[config.mk]
export PLATFORM = sky130hd
export DESIGN_NAME = scan_sequencer
export DESIGN_NICKNAME = d
export VERILOG_FILES = /design/src/rtl/scan_sequencer_pkg.sv /design/src/rtl/scan_sequencer_next_chan_finder.sv /design/src/rtl/scan_sequencer.sv
export SDC_FILE = /design/constraint.sdc
export NUM_CORES = 1
export LEC_CHECK = 0
export CORE_ASPECT_RATIO = 1.1
export CORE_MARGIN = 5
export CORE_UTILIZATION = 30
export DETAILED_ROUTE_END_ITERATION = 10
export PLACE_DENSITY = 0.61
export SLEW_MARGIN = 10
export SYNTH_ARGS = -nofsm -noshare
export SYNTH_HDL_FRONTEND = slang
export SYNTH_SLANG_ARGS = --single-unit
[constraint.sdc]
create_clock -name clk -period 2.3 [get_ports clk]
set_clock_uncertainty 0.05 [all_clocks]
set_input_delay 0.345 -clock clk [delete_from_list [all_inputs] [get_ports clk]]
set_output_delay 0.345 -clock clk [all_outputs]
set_load 0.005 [all_outputs]
[src/rtl/scan_sequencer_pkg.sv]
// scan_pkg: shared constants and state encoding for the channel-scan sequencer.
//   NUM_CH    number of decoder channels
//   SEL_W     width of the channel select
//   DWELL_MIN smallest dwell actually used (a programmed 0 becomes this)
//   state_t   sequencer states
package scan_pkg;

  localparam int unsigned NUM_CH    = 8;
  localparam int unsigned SEL_W     = 3;
  localparam int unsigned DWELL_MIN = 1;

  typedef enum logic {
    S_IDLE  = 1'b0,
    S_DWELL = 1'b1
  } state_t;

endpackage

[src/rtl/scan_sequencer_next_chan_finder.sv]
// next_chan_finder: combinational channel search over an enable mask.
//   mask    [NUM_CH-1:0] in   channel enables
//   cur     [SEL_W-1:0]  in   currently selected channel
//   nxt     [SEL_W-1:0]  out  lowest set bit strictly above cur
//   nxt_vld              out  nxt is valid (some bit above cur is set)
//   first   [SEL_W-1:0]  out  lowest set bit
//   any                  out  mask is nonzero
module next_chan_finder
  import scan_pkg::*;
(
  input  logic [NUM_CH-1:0] mask,
  input  logic [SEL_W-1:0]  cur,
  output logic [SEL_W-1:0]  nxt,
  output logic              nxt_vld,
  output logic [SEL_W-1:0]  first,
  output logic              any
);

  always_comb begin
    nxt     = '0;
    nxt_vld = 1'b0;
    first   = '0;
    any     = |mask;
    // Walk from the top channel down so the last hit is the lowest one.
    for (int unsigned k = 0; k < NUM_CH; k++) begin
      if (mask[NUM_CH-1-k]) begin
        first = SEL_W'(NUM_CH-1-k);
        if (SEL_W'(NUM_CH-1-k) > cur) begin
          nxt     = SEL_W'(NUM_CH-1-k);
          nxt_vld = 1'b1;
        end
      end
    end
  end

endmodule

[src/rtl/scan_sequencer.sv]
// scan_sequencer: steps the downstream 3-to-8 decoder through the channels
// enabled in a mask, lowest to highest, holding each for a dwell time.
//   clk    in   clock, rising edge
//   rst    in   synchronous active-high reset
//   start  in   begin a scan (accepted only in IDLE, and not with stop)
//   stop   in   abort; IDLE on the next edge with no done/wrap
//   mask   in   channel enables, latched on accepted start
//   dwell  in   cycles per channel, latched on accepted start (0 acts as 1)
//   mode   in   0 one-shot, 1 continuous, latched on accepted start
//   sel    out  channel index to decoder in
//   en     out  decoder enable, high while a channel is driven
//   busy   out  high in DWELL
//   done   out  pulse on natural one-shot completion (or zero-mask start)
//   wrap   out  pulse at the end of every completed pass
module scan_sequencer
  import scan_pkg::*;
#(
  parameter int unsigned DWELL_W = 8
) (
  input  logic               clk,
  input  logic               rst,
  input  logic               start,
  input  logic               stop,
  input  logic [NUM_CH-1:0]  mask,
  input  logic [DWELL_W-1:0] dwell,
  input  logic               mode,
  output logic [SEL_W-1:0]   sel,
  output logic               en,
  output logic               busy,
  output logic               done,
  output logic               wrap
);

  state_t             state_q, state_d;
  logic [DWELL_W-1:0] cnt_q, cnt_d;
  logic [NUM_CH-1:0]  mask_q, mask_d;
  logic [DWELL_W-1:0] dwell_q, dwell_d;
  logic               mode_q, mode_d;
  logic [SEL_W-1:0]   sel_q, sel_d;
  logic               en_q, en_d;
  logic               busy_q, busy_d;
  logic               done_q, done_d;
  logic               wrap_q, wrap_d;

  logic               done_ev, wrap_ev;
  logic [DWELL_W-1:0] dwell_eff;
  logic [NUM_CH-1:0]  find_mask;
  logic [SEL_W-1:0]   f_nxt, f_first;
  logic               f_nxt_vld, f_any;

  assign dwell_eff = (dwell < DWELL_W'(DWELL_MIN)) ? DWELL_W'(DWELL_MIN) : dwell;

  // In IDLE the search must see the incoming mask so the first channel is
  // driven on the very next cycle; once scanning, only the latched copy.
  assign find_mask = (state_q == S_IDLE) ? mask : mask_q;

  next_chan_finder u_finder (
    .mask    (find_mask),
    .cur     (sel_q),
    .nxt     (f_nxt),
    .nxt_vld (f_nxt_vld),
    .first   (f_first),
    .any     (f_any)
  );

  // State register and all flops.
  always_ff @(posedge clk) begin
    if (rst) begin
      state_q <= S_IDLE;
      cnt_q   <= '0;
      mask_q  <= '0;
      dwell_q <= '0;
      mode_q  <= 1'b0;
      sel_q   <= '0;
      en_q    <= 1'b0;
      busy_q  <= 1'b0;
      done_q  <= 1'b0;
      wrap_q  <= 1'b0;
    end else begin
      state_q <= state_d;
      cnt_q   <= cnt_d;
      mask_q  <= mask_d;
      dwell_q <= dwell_d;
      mode_q  <= mode_d;
      sel_q   <= sel_d;
      en_q    <= en_d;
      busy_q  <= busy_d;
      done_q  <= done_d;
      wrap_q  <= wrap_d;
    end
  end

  // Next-state logic: state, counter, config, channel and completion events.
  always_comb begin
    state_d = state_q;
    cnt_d   = cnt_q;
    mask_d  = mask_q;
    dwell_d = dwell_q;
    mode_d  = mode_q;
    sel_d   = sel_q;
    done_ev = 1'b0;
    wrap_ev = 1'b0;
    unique case (state_q)
      S_IDLE: begin
        if (start && !stop) begin
          mask_d  = mask;
          dwell_d = dwell_eff;
          mode_d  = mode;
          if (f_any) begin
            state_d = S_DWELL;
            sel_d   = f_first;
            cnt_d   = dwell_eff - 1'b1;
          end else begin
            done_ev = 1'b1;
          end
        end
      end
      S_DWELL: begin
        if (stop) begin
          state_d = S_IDLE;
        end else if (cnt_q != '0) begin
          cnt_d = cnt_q - 1'b1;
        end else if (f_nxt_vld) begin
          sel_d = f_nxt;
          cnt_d = dwell_q - 1'b1;
        end else begin
          wrap_ev = 1'b1;
          if (mode_q) begin
            sel_d = f_first;
            cnt_d = dwell_q - 1'b1;
          end else begin
            state_d = S_IDLE;
            done_ev = 1'b1;
          end
        end
      end
      default: state_d = S_IDLE;
    endcase
  end

  // Output logic: registered outputs derived from the next state and events.
  always_comb begin
    en_d   = (state_d == S_DWELL);
    busy_d = (state_d == S_DWELL);
    done_d = done_ev;
    wrap_d = wrap_ev;
  end

  assign sel  = sel_q;
  assign en   = en_q;
  assign busy = busy_q;
  assign done = done_q;
  assign wrap = wrap_q;

endmodule

==> results of run 1 <==
==> worst paths after layout <==
kind / end / slack, ns / cells after the start
worst min-delay path: dwell_q[6]$_SDFFE_PP0P_ / 0.41 / 2
worst min register to register: dwell_q[6]$_SDFFE_PP0P_ / 0.41 / 2
worst max register to register: sel[0]$_SDFFE_PP0P_ / 0.05 / 6
worst max-delay path: sel[0]$_SDFFE_PP0P_ / 0.05 / 6
==> tightest hold or removal path, stage by stage, from the launching register on <==
cell,delay (ns)
dfxtp_1,0.31
nand2_1,0.05
a21oi_1,0.05
==> metal layers <==
layer / up-vias / track usage [%] / routed length, um
met4: 0 / 6.010 / 119
li1: 1023 / - / -
met2: 47 / 22.05 / 2634
met5: - / 0 / 0
met3: 9 / 2.939 / 320
met1: 949 / 17.10 / 2388
==> flip-flops by register name (all words and copies together) (netlist names) <==
register	cells
dwell_q	8
done	1
cnt_q	8
busy	1
mask_q	8
wrap	1
sel	3
mode_q	1
==> timing repair <==
item / 4_1_cts / 5_1_grt
setup endpoints to repair: 0 / 8
setup buffers: 0 / 1
gates resized for setup: 0 / 10
==> through the flow <==
step           setup TNS (ns)  instance area, um2  setup slack [ns]  hold WS [ns]  total power, W
2_1_floorplan               0                1981           0.08971        0.3823       0.0008131
3_3_place_gp           -1.291                2618           -0.1950        0.3978       0.0009731
3_5_place_dp           -1.698                2618           -0.1925        0.4027       0.0009768
4_1_cts                     0                2721           0.03525        0.4124        0.001471
5_1_grt              -0.03718                2795          -0.01385        0.4392        0.001550
6_report                    0                2795           0.05023        0.4088        0.001467
==> layout by cell type, fill, tap and decap left out, drive strengths merged, types with 5 or more instances in the layout <==
master | Yosys | layout
o22ai | 5 | 5
clkbuf | 7 | 8
a21oi | 24 | 24
inv | 7 | 7
buf | 7 | 45
o21ai | 7 | 7
nor2 | 17 | 17
a211oi | 5 | 5
clkdlybuf4s50 | 0 | 27
mux2i | 11 | 11
nor4 | 5 | 5
nand2 | 42 | 42
nor3 | 8 | 8
dfxtp | 31 | 31
==> where the power goes <==
part           total, W  switching, W  leakage (nW)  internal [W]
logic          0.000386      0.000183         0.754      0.000203
registers      0.000594     0.0000277         0.254      0.000566
clock network  0.000487      0.000215        0.0505      0.000272
==> layout make-up <==
| cell class | instances | area, um2 |
|---|---|---|
| flip-flops and latches | 31 | 624.3 |
| clock inverters | 1 | 7.507 |
| multi-input cells | 191 | 1285 |
| repair buffers | 73 | 653.1 |
| well taps | 82 | 102.6 |
| clock buffers | 7 | 96.34 |
| fillers | 675 | 3721 |
| inverters | 7 | 26.28 |
==> cell families after synthesis <==
logic type | Yosys count | synth area share (%)
and+or+nand+nor | 101 | 27.10
AOI/OAI and AO/OA | 71 | 26.41
DFF | 31 | 31.33
buffers and inverters | 21 | 5.306
muxes | 14 | 7.454
xor gates and xnor gates | 4 | 1.769
adders and majority gates | 1 | 0.6316
==> impl_metrics.csv, run 1 <==
group,metric,value,unit
clock_tree,cts-root-buf,"clkbuf_8",
die,start_util,30.40,%
synthesis,ys_seq_elements,31,
route,vias,2028,
route,drt_wl_total,5462,um
global_routing,grt_usage,13.56,%
synthesis,synth_fp_nets,265,
global_routing,grt_pass1_wl,8983,um
route,antenna_left,0,
setup_path,start_kind,"flop",
setup_path,crit_chain,"buf_12 > mux2_4 > a2bb2o_4 > nor4_4 > or4b_1 > a311oi_2",
die,dieHeight,95.22,um
timing,setup_viol,0,
clock_tree,cts_buffers,5,
timing,worst_pin_slew,0.4906,ns
placement,hpwl,4223,um
route,wire_per_inst,13.93,um
synthesis,yosysTopAreaCell,"dfxtp_1",
timing,min_period,2.250,ns
clock_tree,clock_sinks,31,
setup_path,timing.rr.start,"busy$_SDFF_PP0_",
setup_path,max_stage_delay,0.48,ns
die,die_w,87.47,um
global_routing,grt_max_degree,21,
setup_path,path_max_fanout,10,
setup_path,cp-end-kind,"flop",
clock_tree,hold_buffers,0,
synthesis,synth.top_cells.by_count,"nand2_1 (42), dfxtp_1 (31), a21oi_1 (24), nor2_1 (17), mux2i_1 (11)",
die,pin_count,28,
route,first_iter_violations,87,
cells_and_area,instances_no_fill,392,
setup_path,crit_buf_inv,1,
global_routing,antenna_found_initial,0,
global_routing,grt-ovfl-total,0,
synthesis,syn_inst,243,
clock_tree,clock_path_buffers,2,
die,num_rows,31,
clock_tree,tritoncts,"built",
setup_path,cp_top_family,"simple AND/OR/NAND/NOR gates",
synthesis,yosysSeqAreaShare,31.33,%
synthesis,yosysTopAreaCellShare,31.33,%
cells_and_area,diodes,0,
cells_and_area,num-nets-final,331,
die,dieArea,0.008329,mm2
placement,io_buffers,27,
cells_and_area,postLayoutCoreUtil,42.90,%
synthesis,synth.area.top_cells,"dfxtp_1 (31%), nand2_1 (8.0%), a21oi_1 (6.1%), mux2i_1 (5.6%), nor2_1 (3.2%)",
synthesis,async_flop_share,0,%
cells_and_area,drive_above_1_share,24.52,%
power_and_ir_drop,ir_drop,0.1917,mV
placement,gp_congestion,0.8339,
hold_path,min-delay-start,"dwell_q[6]$_SDFFE_PP0P_",
clock_tree,clk_pin_slew,0.07,ns
timing,max_freq,444.5,MHz
synthesis,synthDistinctLibCells,57,
route,viasPerCell,5.173,
timing,hold_viol,0,
synthesis,avgSynthCellArea,8.151,um2
setup_path,crit_slowest_cell,"or4b_1",
timing,fin_crit_sh,97.82,%
global_routing,first_global_vias,1958,
outcome,status,"finished, final reports clean",
setup_path,startpoint,"busy$_SDFF_PP0_",
die,coreArea,0.006516,mm2
power_and_ir_drop,powerDensity,524.8,mW/mm2
hold_path,hold_path_class,"reg -> reg",
run,drv_cap,0,
synthesis,syn-cell-area,0.001981,mm2
clock_tree,clk_latency,0.29,ns
timing,slew_headroom,67.29,%
route,drc,0,
synthesis,yosysWarningCount,0,
power_and_ir_drop,p_leak,1.059,nW
setup_path,crit_type,"reg -> reg",
setup_path,crit_arrival,2.40,ns
route,dr.pass1.iters,4,
cells_and_area,syn_to_final_growth,41.12,%
synthesis,synthFlopType,"dfxtp_1",
clock_tree,htreeDepth,2,
synthesis,synth_enable_flop_cells,0,
placement,dp_cells,382,
timing,drv_slew,0,
synthesis,synth_most_common_cell,"nand2_1",
setup_path,cp.required,2.45,ns
(Power assumes the default switching activity.)
==> run 2, diff against run 1 <==
--- a/config.mk
+++ b/config.mk
@@ -8,6 +8,7 @@
 export CORE_ASPECT_RATIO = 1.1
 export CORE_MARGIN = 5
 export CORE_UTILIZATION = 30
+export CTS_CLUSTER_DIAMETER = 200
 export DETAILED_ROUTE_END_ITERATION = 10
 export PLACE_DENSITY = 0.61
 export SLEW_MARGIN = 10
==> results of run 2 <==
The final DEF is identical to that of run 1; final timing and power are the same.
